File: src/rtl/rf_wb_pkg.sv
// Shared types and constants for the register-file writeback arbiter.
package rf_wb_pkg;

  localparam int XLEN_DEF   = 32;
  localparam int REG_ADDR_W = 5;

  // One queued accelerator result: destination register and value.
  typedef struct packed {
    logic [REG_ADDR_W-1:0] rd;
    logic [XLEN_DEF-1:0]   data;
  } wb_entry_t;

  // NORMAL: core has priority. DRAIN: one forced FIFO slot after starvation.
  typedef enum logic {
    NORMAL = 1'b0,
    DRAIN  = 1'b1
  } arb_state_e;

endpackage

File: src/rtl/rf_wb_arbiter_fifo.sv
// Synchronous FIFO of writeback entries. All slots and a valid mask are
// exported so the parent can build the pending-register vector.
module wb_fifo
  import rf_wb_pkg::*;
#(
  parameter int DEPTH = 4
) (
  input  logic                       clk,
  input  logic                       reset_n,
  input  logic                       push,
  input  logic                       pop,
  input  wb_entry_t                  push_entry,
  output wb_entry_t                  head,
  output logic                       full,
  output logic                       empty,
  output logic [$clog2(DEPTH):0]     count,
  output wb_entry_t [DEPTH-1:0]      entries,
  output logic [DEPTH-1:0]           valid_mask
);

  localparam int AW = $clog2(DEPTH);

  wb_entry_t [DEPTH-1:0] mem_q, mem_d;
  logic [AW-1:0] wr_ptr_q, wr_ptr_d;
  logic [AW-1:0] rd_ptr_q, rd_ptr_d;
  logic [AW:0]   count_q, count_d;
  logic          full_q, full_d;
  logic          do_push, do_pop;
  logic [AW-1:0] offs;

  // A push into a full FIFO is only allowed when the head leaves in the same cycle.
  assign do_push = push && (!full_q || pop);
  assign do_pop  = pop && (count_q != '0);

  // Next-state for storage, pointers, occupancy and the registered full flag.
  always_comb begin
    mem_d    = mem_q;
    wr_ptr_d = wr_ptr_q;
    rd_ptr_d = rd_ptr_q;
    count_d  = count_q;
    if (do_push) begin
      mem_d[wr_ptr_q] = push_entry;
      wr_ptr_d        = wr_ptr_q + AW'(1);
    end
    if (do_pop) begin
      rd_ptr_d = rd_ptr_q + AW'(1);
    end
    case ({do_push, do_pop})
      2'b10:   count_d = count_q + (AW+1)'(1);
      2'b01:   count_d = count_q - (AW+1)'(1);
      default: count_d = count_q;
    endcase
    full_d = (count_d == (AW+1)'(DEPTH));
  end

  // Storage is not reset; only pointers and occupancy are.
  always_ff @(posedge clk) begin
    mem_q <= mem_d;
    if (!reset_n) begin
      wr_ptr_q <= '0;
      rd_ptr_q <= '0;
      count_q  <= '0;
      full_q   <= 1'b0;
    end else begin
      wr_ptr_q <= wr_ptr_d;
      rd_ptr_q <= rd_ptr_d;
      count_q  <= count_d;
      full_q   <= full_d;
    end
  end

  // A slot is live when its distance from the read pointer is below the count.
  always_comb begin
    offs       = '0;
    valid_mask = '0;
    for (int i = 0; i < DEPTH; i++) begin
      offs          = AW'(i) - rd_ptr_q;
      valid_mask[i] = ({1'b0, offs} < count_q);
    end
  end

  assign head    = mem_q[rd_ptr_q];
  assign full    = full_q;
  assign empty   = (count_q == '0);
  assign count   = count_q;
  assign entries = mem_q;

endmodule

File: src/rtl/rf_wb_arbiter.sv
// Register-file write-port arbiter: core writeback passes straight through,
// accelerator results queue in a FIFO and drain into idle write slots, with
// a forced drain slot after prolonged starvation.
module rf_wb_arbiter
  import rf_wb_pkg::*;
#(
  parameter int XLEN         = XLEN_DEF,
  parameter int DEPTH        = 4,
  parameter int STARVE_LIMIT = 8
) (
  input  logic                   clk,
  input  logic                   reset_n,
  input  logic                   core_we,
  input  logic [REG_ADDR_W-1:0]  core_rd,
  input  logic [XLEN-1:0]        core_data,
  input  logic                   acc_valid,
  output logic                   acc_ready,
  input  logic [REG_ADDR_W-1:0]  acc_rd,
  input  logic [XLEN-1:0]        acc_data,
  input  logic [REG_ADDR_W-1:0]  dec_rs1,
  input  logic [REG_ADDR_W-1:0]  dec_rs2,
  input  logic [REG_ADDR_W-1:0]  dec_rd,
  output logic                   dec_hazard,
  output logic                   core_stall,
  output logic                   rf_write_reg,
  output logic [REG_ADDR_W-1:0]  rf_rd,
  output logic [XLEN-1:0]        rf_data_in,
  output logic [31:0]            pending,
  output logic [$clog2(DEPTH):0] fifo_count
);

  localparam int CW = $clog2(STARVE_LIMIT + 1);

  arb_state_e            state_q, state_d;
  logic [CW-1:0]         starve_cnt_q, starve_cnt_d;
  logic                  core_eff;
  logic                  fifo_push, fifo_pop, fifo_full, fifo_empty;
  wb_entry_t             push_entry, fifo_head;
  wb_entry_t [DEPTH-1:0] fifo_entries;
  logic [DEPTH-1:0]      fifo_valid;

  // Writes to x0 are architecturally void, so they never claim the port.
  assign core_eff   = core_we && (core_rd != '0);
  assign acc_ready  = reset_n && !fifo_full;
  assign fifo_push  = acc_valid && acc_ready && (acc_rd != '0);
  assign push_entry = '{rd: acc_rd, data: XLEN_DEF'(acc_data)};

  wb_fifo #(.DEPTH(DEPTH)) u_fifo (
    .clk        (clk),
    .reset_n    (reset_n),
    .push       (fifo_push),
    .pop        (fifo_pop),
    .push_entry (push_entry),
    .head       (fifo_head),
    .full       (fifo_full),
    .empty      (fifo_empty),
    .count      (fifo_count),
    .entries    (fifo_entries),
    .valid_mask (fifo_valid)
  );

  // Write-port mux: core first; otherwise drain the FIFO head (never during reset).
  always_comb begin
    rf_write_reg = 1'b0;
    rf_rd        = '0;
    rf_data_in   = '0;
    fifo_pop     = 1'b0;
    core_stall   = reset_n && (state_q == DRAIN);
    if (core_eff) begin
      rf_write_reg = 1'b1;
      rf_rd        = core_rd;
      rf_data_in   = core_data;
    end else if (reset_n && !fifo_empty) begin
      rf_write_reg = 1'b1;
      rf_rd        = fifo_head.rd;
      rf_data_in   = XLEN'(fifo_head.data);
      fifo_pop     = 1'b1;
    end
  end

  // Starvation FSM: count cycles the core blocks a non-empty FIFO, then stall once.
  always_comb begin
    state_d      = state_q;
    starve_cnt_d = starve_cnt_q;
    case (state_q)
      NORMAL: begin
        if (fifo_pop || fifo_empty) begin
          starve_cnt_d = '0;
        end else if (core_eff) begin
          if (starve_cnt_q == CW'(STARVE_LIMIT - 1)) begin
            state_d      = DRAIN;
            starve_cnt_d = '0;
          end else begin
            starve_cnt_d = starve_cnt_q + CW'(1);
          end
        end
      end
      DRAIN: begin
        state_d      = NORMAL;
        starve_cnt_d = '0;
      end
      default: begin
        state_d      = NORMAL;
        starve_cnt_d = '0;
      end
    endcase
  end

  // FSM state register.
  always_ff @(posedge clk) begin
    if (!reset_n) begin
      state_q      <= NORMAL;
      starve_cnt_q <= '0;
    end else begin
      state_q      <= state_d;
      starve_cnt_q <= starve_cnt_d;
    end
  end

  // Pending scoreboard: one bit per register targeted by any live FIFO slot.
  always_comb begin
    pending = '0;
    for (int i = 0; i < DEPTH; i++) begin
      if (fifo_valid[i]) begin
        pending[fifo_entries[i].rd] = 1'b1;
      end
    end
    pending[0] = 1'b0;
  end

  assign dec_hazard = pending[dec_rs1] | pending[dec_rs2] | pending[dec_rd];

endmodule
File: config.mk
export PLATFORM = sky130hd
export DESIGN_NAME = rf_wb_arbiter
export DESIGN_NICKNAME = d
export VERILOG_FILES = /design/src/rtl/rf_wb_pkg.sv /design/src/rtl/rf_wb_arbiter_fifo.sv /design/src/rtl/rf_wb_arbiter.sv
export SDC_FILE = /design/constraint.sdc
export NUM_CORES = 1
export LEC_CHECK = 0
export BUFFER_PORTS_ARGS = -buffer_cell sky130_fd_sc_hd__buf_4
export CAP_MARGIN = 20
export CORE_ASPECT_RATIO = 0.7
export CORE_MARGIN = 2
export CORE_UTILIZATION = 25
export DETAILED_ROUTE_END_ITERATION = 7
export GPL_ROUTABILITY_DRIVEN = 0
export GPL_TIMING_DRIVEN = 0
export PLACE_DENSITY = 0.43
export RECOVER_POWER = 100
export SKIP_LAST_GASP = 1
export SYNTH_ARGS = -nofsm -noshare
export SYNTH_HDL_FRONTEND = slang
export SYNTH_HIERARCHICAL = 1
export SYNTH_SLANG_ARGS = --single-unit
File: constraint.sdc
create_clock -name clk -period 3.48 [get_ports clk]
set_input_delay 0.348 -clock clk [delete_from_list [all_inputs] [get_ports clk]]
set_output_delay 0.348 -clock clk [all_outputs]
set_load 0.05 [all_outputs]
# Word level (Yosys, flattened, before mapping)
# Index checks and enable logic that the tools add are counted.
word_totals:
  reg_bits: 161
  in_bits: 93
  output_inout_bits: 76
  elab_cells: 112
classes:
  add_sub_neg: 9
  order_cmp: 18
  eq_ne: 5
  muxes: 39
  bitwise: 6
  reduce_logical: 21
ops:
  columns: ["op", "n"]
  rows:
  - ["32-bit 2-to-1 mux", 6]
  - ["148-bit bitwise mux", 1]
  - ["32-bit OR", 3]
  - ["37-bit binary-select mux with 2-bit select", 1]
  - ["37-bit demux with 2-bit select", 1]
  - ["37-bit 2-to-1 mux", 2]
  - ["5-bit by 6-bit less-than comparator with 1-bit output, second input constant", 7]
  - ["1-bit demux with 5-bit select", 4]
  - ["5-bit by 1-bit >= comparator with 1-bit output, second input constant", 4]
  - ["1-bit binary-select mux with 5-bit select", 3]
  - ["1-bit logical AND", 13]
  - ["1-bit 2-to-1 mux", 13]
  - ["2-bit by 3-bit less-than comparator with 1-bit output", 4]
  - ["4-bit 2-to-1 mux", 3]
  - ["5-bit 2-to-1 mux", 2]
  - ["5-bit nonzero test", 2]
  - ["4-bit case mux with 2 select lines", 1]
  - ["2-bit by 3-bit less-than comparator with 1-bit output, second input constant", 2]
  - ["3-bit case mux with 2 select lines", 1]
  - ["2-bit by 1-bit adder with 2-bit output, second input constant", 2]
  - ["4-bit by 1-bit adder with 4-bit output, second input constant", 1]
  - ["4-bit by 3-bit == test with 1-bit output, second input constant", 1]
  - ["1-bit by 2-bit subtractor with 2-bit output, first input constant", 2]
  - ["2-bit subtractor, first input constant", 2]
  - ["other kinds (14)", 17]

# Longest topological paths before layout
logic_depth:
  ltp_word: 15
  ltp_mapped: 16
  mapped_depth_nobuf: 14

# By module
# The synthesis kept the hierarchy.
modules_own_cells:
  columns: ["module", "instances", "cells_per_inst", "area_each_um2", "seq_area_each_um2"]
  rows:
  - ["wb_fifo", 1, 266, 5950.7, 4604.4]
  - ["rf_wb_arbiter", 1, 416, 2753.9, 100.1]

# Worst setup path before layout
# Ideal clock, no wire load.
synth_timing:
  kind: "reg-to-output"
  startpoint: "register u_fifo.count_q[1] (netlist: u_fifo/count[1])"
  endpoint: "output dec_hazard"
  t_arrival_ns: 5.024
  required_ns: 3.132
  setup_slack_ns: -1.892
  stages_incl_launch_ff: 12
  path_buffers: 1
  cell_sequence: "dfxtp_1 inv_1 ha_1 a21oi_1 o21bai_1 buf_2 nand2_1 o311ai_1 mux4_2 mux2_2 a211oi_1 o311ai_1"
synth_between:
  word_cells_on_any_way: 19
  cone_classes: "order compare: 4; mux: 10; bitwise: 5"
synth_lines:
  columns: ["item", "line", "rtl"]
  rows:
  - ["start: declaration", "rf_wb_arbiter_fifo.sv:26", "logic [AW:0] count_q, count_d;"]
  - ["start signal: assignment", "rf_wb_arbiter_fifo.sv:67", "count_q <= count_d;"]
  - ["2-bit by 3-bit less-than comparator with 1-bit output *", "rf_wb_arbiter_fifo.sv:78", "valid_mask[i] = ({1'b0, offs} < count_q);"]
  - ["net fifo_valid[1]", "rf_wb_arbiter.sv:40", "logic [DEPTH-1:0] fifo_valid;"]
  - ["32-bit 2-to-1 mux *", "rf_wb_arbiter.sv:124", "if (fifo_valid[i]) begin"]
  - ["32-bit OR (no source line)", null, null]
  - ["32-bit 2-to-1 mux *", "rf_wb_arbiter.sv:124", null]
  - ["32-bit OR (no source line)", null, null]
  - ["32-bit 2-to-1 mux *", "rf_wb_arbiter.sv:124", null]
  - ["net pending[10]", "rf_wb_arbiter.sv:28", "output logic [31:0] pending,"]
  - ["1-bit binary-select mux with 5-bit select", "rf_wb_arbiter.sv:131", "assign dec_hazard = pending[dec_rs1] | pending[dec_rs2] | pending[dec_rd];"]
  - ["1-bit 2-to-1 mux (not written as such)", "rf_wb_arbiter.sv:131", null]
  - ["1-bit OR", "rf_wb_arbiter.sv:131", null]
  - ["1-bit OR *", "rf_wb_arbiter.sv:131", null]
  - ["end: declaration", "rf_wb_arbiter.sv:23", "output logic dec_hazard,"]
# Mark *: on every way through the listed nets, which the timed path passes. The rest lies on a longest branch. The select of a mux whose other input is x is not followed.

# Final worst setup path
layout_timing:
  startpoint: "register u_fifo.rd_ptr_q[0]"
  endpoint: "output dec_hazard"
layout_between:
  elab_chain_cells: 13
  word_cells_on_any_way: 23
  cone_classes: "add/sub: 4; order compare: 4; mux: 10; bitwise: 5"
layout_rtl:
  columns: ["item", "line", "rtl"]
  rows:
  - ["start: declaration", "rf_wb_arbiter_fifo.sv:25", "logic [AW-1:0] rd_ptr_q, rd_ptr_d;"]
  - ["start signal: assignment", "rf_wb_arbiter_fifo.sv:66", "rd_ptr_q <= rd_ptr_d;"]
  - ["1-bit by 2-bit subtractor with 2-bit output *", "rf_wb_arbiter_fifo.sv:77", "offs = AW'(i) - rd_ptr_q;"]
  - ["2-bit by 3-bit less-than comparator with 1-bit output *", "rf_wb_arbiter_fifo.sv:78", null]
  - ["net fifo_valid[0]", "rf_wb_arbiter.sv:40", null]
  - ["32-bit 2-to-1 mux *", "rf_wb_arbiter.sv:124", null]
  - ["32-bit OR (no source line)", null, null]
  - ["32-bit 2-to-1 mux *", "rf_wb_arbiter.sv:124", null]
  - ["32-bit OR (no source line)", null, null]
  - ["32-bit 2-to-1 mux *", "rf_wb_arbiter.sv:124", null]
  - ["32-bit OR (no source line)", null, null]
  - ["32-bit 2-to-1 mux *", "rf_wb_arbiter.sv:124", null]
  - ["1-bit binary-select mux with 5-bit select", "rf_wb_arbiter.sv:131", null]
  - ["1-bit 2-to-1 mux (not written as such)", "rf_wb_arbiter.sv:131", null]
  - ["1-bit OR", "rf_wb_arbiter.sv:131", null]
  - ["1-bit OR *", "rf_wb_arbiter.sv:131", null]
# Marks and branches as above.

==> run summary <==
Die W - 227 um
Tmin final - 4250 ps
CP Buf/Inv Count - 3
Post-Synthesis Cells - 682
Final Hold Viols - 0
Relative slew slack - 42.4%
Initial core utilization - 25.2%
Largest net degree at the start of global routing - 30
Post-cts hold buffer count - 0
Yosys cell types - 70
Syn avg cell area - 12.8 sq um
Via/cell ratio - 4.92
Share of cells above drive strength 1 - 36.2%
Total power - 4.83 mW
Max-cap violations - 0
Global-route wire length before repair - 41900 um
WHS - 171 ps
Synthesized netlist net count - 786
YS warnings - 6
Most used DFF post-synth - edfxtp_1
Post-synthesis sequential area ratio - 54.0%
Routed WL per cell - 20.1 um
CTS Sinks - 161
I/O pin total - 169
Reg2reg start - u_fifo/count[0]
DP HPWL - 20200 um
Max Slew Vio Count - 0
Startpoint Class - flop
Number of synthesized flops with an enable pin - 148
Crit path cell chain - buf_12 -> xnor2_4 -> inv_1 -> ha_1 -> a21oi_2 -> or2_4 -> or3b_4 -> o22ai_4 -> a221oi_4 -> mux4_2 -> a211o_1 -> a311o_1 -> o311ai_4 -> buf_6
# setup viols final - 1
Max Clock Skew - 6.97 ps
Dpl cell area - 10700 sq um
DR pass1 iterations - 7
Iter 0 DRT Violations - 699
Final wirelength - 27700 um
Clock Tree Buf Depth - 2
Grt ovf - 0
Slew of the pin with the lowest slew margin - 859 ps
FP Rows - 57
DR DRC count - 0
Die ar. - 36400 sq um
PwrDens - 412 nW/um^2
H-tree depth - 4
Max FO, Critical Path - 7
Internal reg-to-reg setup slack - 360 ps
FF-to-FF path depth - 12
Final instance area - 11700 sq um
Clock Latency Late Sink - 430 ps
Hold Startpoint - acc_data[7]
Vias in the first global route - 6723
Clock root cell - clkbuf_16
Crit-path max cell delay - 550 ps
Class of the worst hold path - input pin to flop
#FFs+latches synth - 161
Violated checks - setup timing
Final ANT Viol Nets - 0
Placed cells - 1317
Outcome - finished, violations left
Clock-pin slew on the worst setup and hold paths - 70 ps
Delay-heaviest family, CP - compound AO/OA/AOI/OAI gates
# nets final - 997
Initial antenna violation count - 1
Peak Freq - 235 MHz
Post-Syn Area - 8700 sq um
Vias - 6791
Fillers - 3474
Total GRT Usage - 15.4%
Fin worst setup slack - -770 ps
WP data arrival - 3900 ps
Worst Setup End Kind - output port
Critical path class - flop to output port
Worst Hold End - u_fifo/entries[81]
CP Data Required Time - 3130 ps
Die height - 160 um
Finished Layout Cells - 1379
Highest-delay cell along the critical path - mux4_2
End of the worst register-to-register path - u_fifo/full
Cts bufs inserted - 17
Ys async rst share - 0%
Leakage power - 4.18 nW
Dpl ws - -869 ps
Hold path cells - 1
TritonCTS clock tree - done
Unrepaired setup endpoints after global routing - true
Worst IR Drop VDD - 224 uV
Placeable Area - 34500 sq um
I/O Buffers - 159
Post-route clock period utilization - 122%
P&R area growth vs syn - 34.8%
-- layer usage --
metal  track usage [%]  wire length (um)  share of wire (%)
met5                 0                 0                  0
met4              3.59               294                1.1
met3              3.28              1710                6.2
met2              21.7             12000                 43
met1              23.8             13700                 50
-- cell families after synthesis --
| logic type | share of synthesized area [%] |
|---|---|
| flops | 54.0 |
| compound gates | 10.5 |
| simple gates | 15.3 |
| buf+inv | 3.79 |
| xor+xnor | 0.403 |
| fa+ha+maj | 1.67 |
| mux | 14.3 |
| other cells | 0.0431 |
-- cells in the final DEF (no fill, tap or decap), types with 6 or more instances in the layout --
master	n
o21ai_0	11
buf_1	6
clkbuf_16	17
nor3b_1	7
nor2b_1	8
clkbuf_1	59
a22oi_1	6
nand3b_1	13
buf_2	9
a221o_1	7
nand3_1	40
nand2_1	91
dfxtp_1	10
buf_6	6
o22ai_1	20
edfxtp_1	148
ha_1	10
mux4_2	52
a21oi_1	13
nor2_1	21
buf_4	147
and3_1	7
buf_12	6
inv_1	26
-- synth_stat cells, drive strengths merged, types with 7 or more instances --
cell type / instances / area (sq um)
a21oi: 15 / 75.1
a221o: 11 / 110
a22oi: 7 / 52.6
and2: 8 / 50.1
and3: 7 / 43.8
buf: 23 / 145
clkbuf: 19 / 72.6
dfxtp: 13 / 260
edfxtp: 148 / 4440
ha: 10 / 125
inv: 30 / 113
mux4: 52 / 1170
nand2: 91 / 342
nand2b: 7 / 43.8
nand3: 43 / 215
nand3b: 13 / 97.6
nor2: 24 / 90.1
nor2b: 8 / 50.1
nor3: 8 / 45.0
nor3b: 8 / 60.1
o21ai: 14 / 70.1
o22ai: 22 / 138
-- per-stage QoR --
step                      utilization, %  TNS, ps
final                               34.0     -770
after CTS                           33.9     -805
after detailed placement            31.1   -13760
after floorplan                        -     -218
after global routing                34.0     -874
after global placement              30.9  -204600
-- final cells by class --
| type | count | area [sq um] | area share [%] |
|---|---|---|---|
| flip-flops and latches | 161 | 4710 | 40.2 |
| multi-input cells | 449 | 4090 | 34.8 |
| repair buffers | 193 | 1370 | 11.7 |
| well taps | 472 | 591 | 5.03 |
| clock buffers | 18 | 429 | 3.66 |
| plain buffers | 41 | 229 | 1.95 |
| clock inverters | 14 | 195 | 1.66 |
| inverters | 30 | 116 | 0.992 |
| diodes | 1 | 2.50 | 0.0213 |
-- what timing repair did --
action                                  4_1_cts  5_1_grt
resized for setup                            38       21
endpoints found under the setup margin       16        6
pin swaps                                    14       16
setup buffers                                19       11
-- worst max path at each step --
stage                             from  slack (ps)                  to  cells past startpoint
detailed placement  u_fifo/rd_ptr_q[1]        -870          dec_hazard                     15
global route        u_fifo/rd_ptr_q[0]        -870          dec_hazard                     14
global placement            core_rd[1]       -1470  u_fifo/entries[13]                      8
CTS                 u_fifo/rd_ptr_q[0]        -810          dec_hazard                     16
finish              u_fifo/rd_ptr_q[0]        -770          dec_hazard                     14
floorplan           u_fifo/rd_ptr_q[0]        -220          dec_hazard                     14
-- power breakdown --
group          internal [mW]  switching (mW)
Combinational          0.250           0.441
Sequential              2.15          0.0258
Clock                   1.16           0.807
-- flip-flops by register name, indices dropped and copies added, names as in the netlist --
signal           count
u_fifo/rd_ptr_q      2
state_q              1
u_fifo/count         3
u_fifo/entries     148
starve_cnt_q         4
u_fifo/wr_ptr_q      2
u_fifo/full          1
Power figures use the tool's default switching activity.
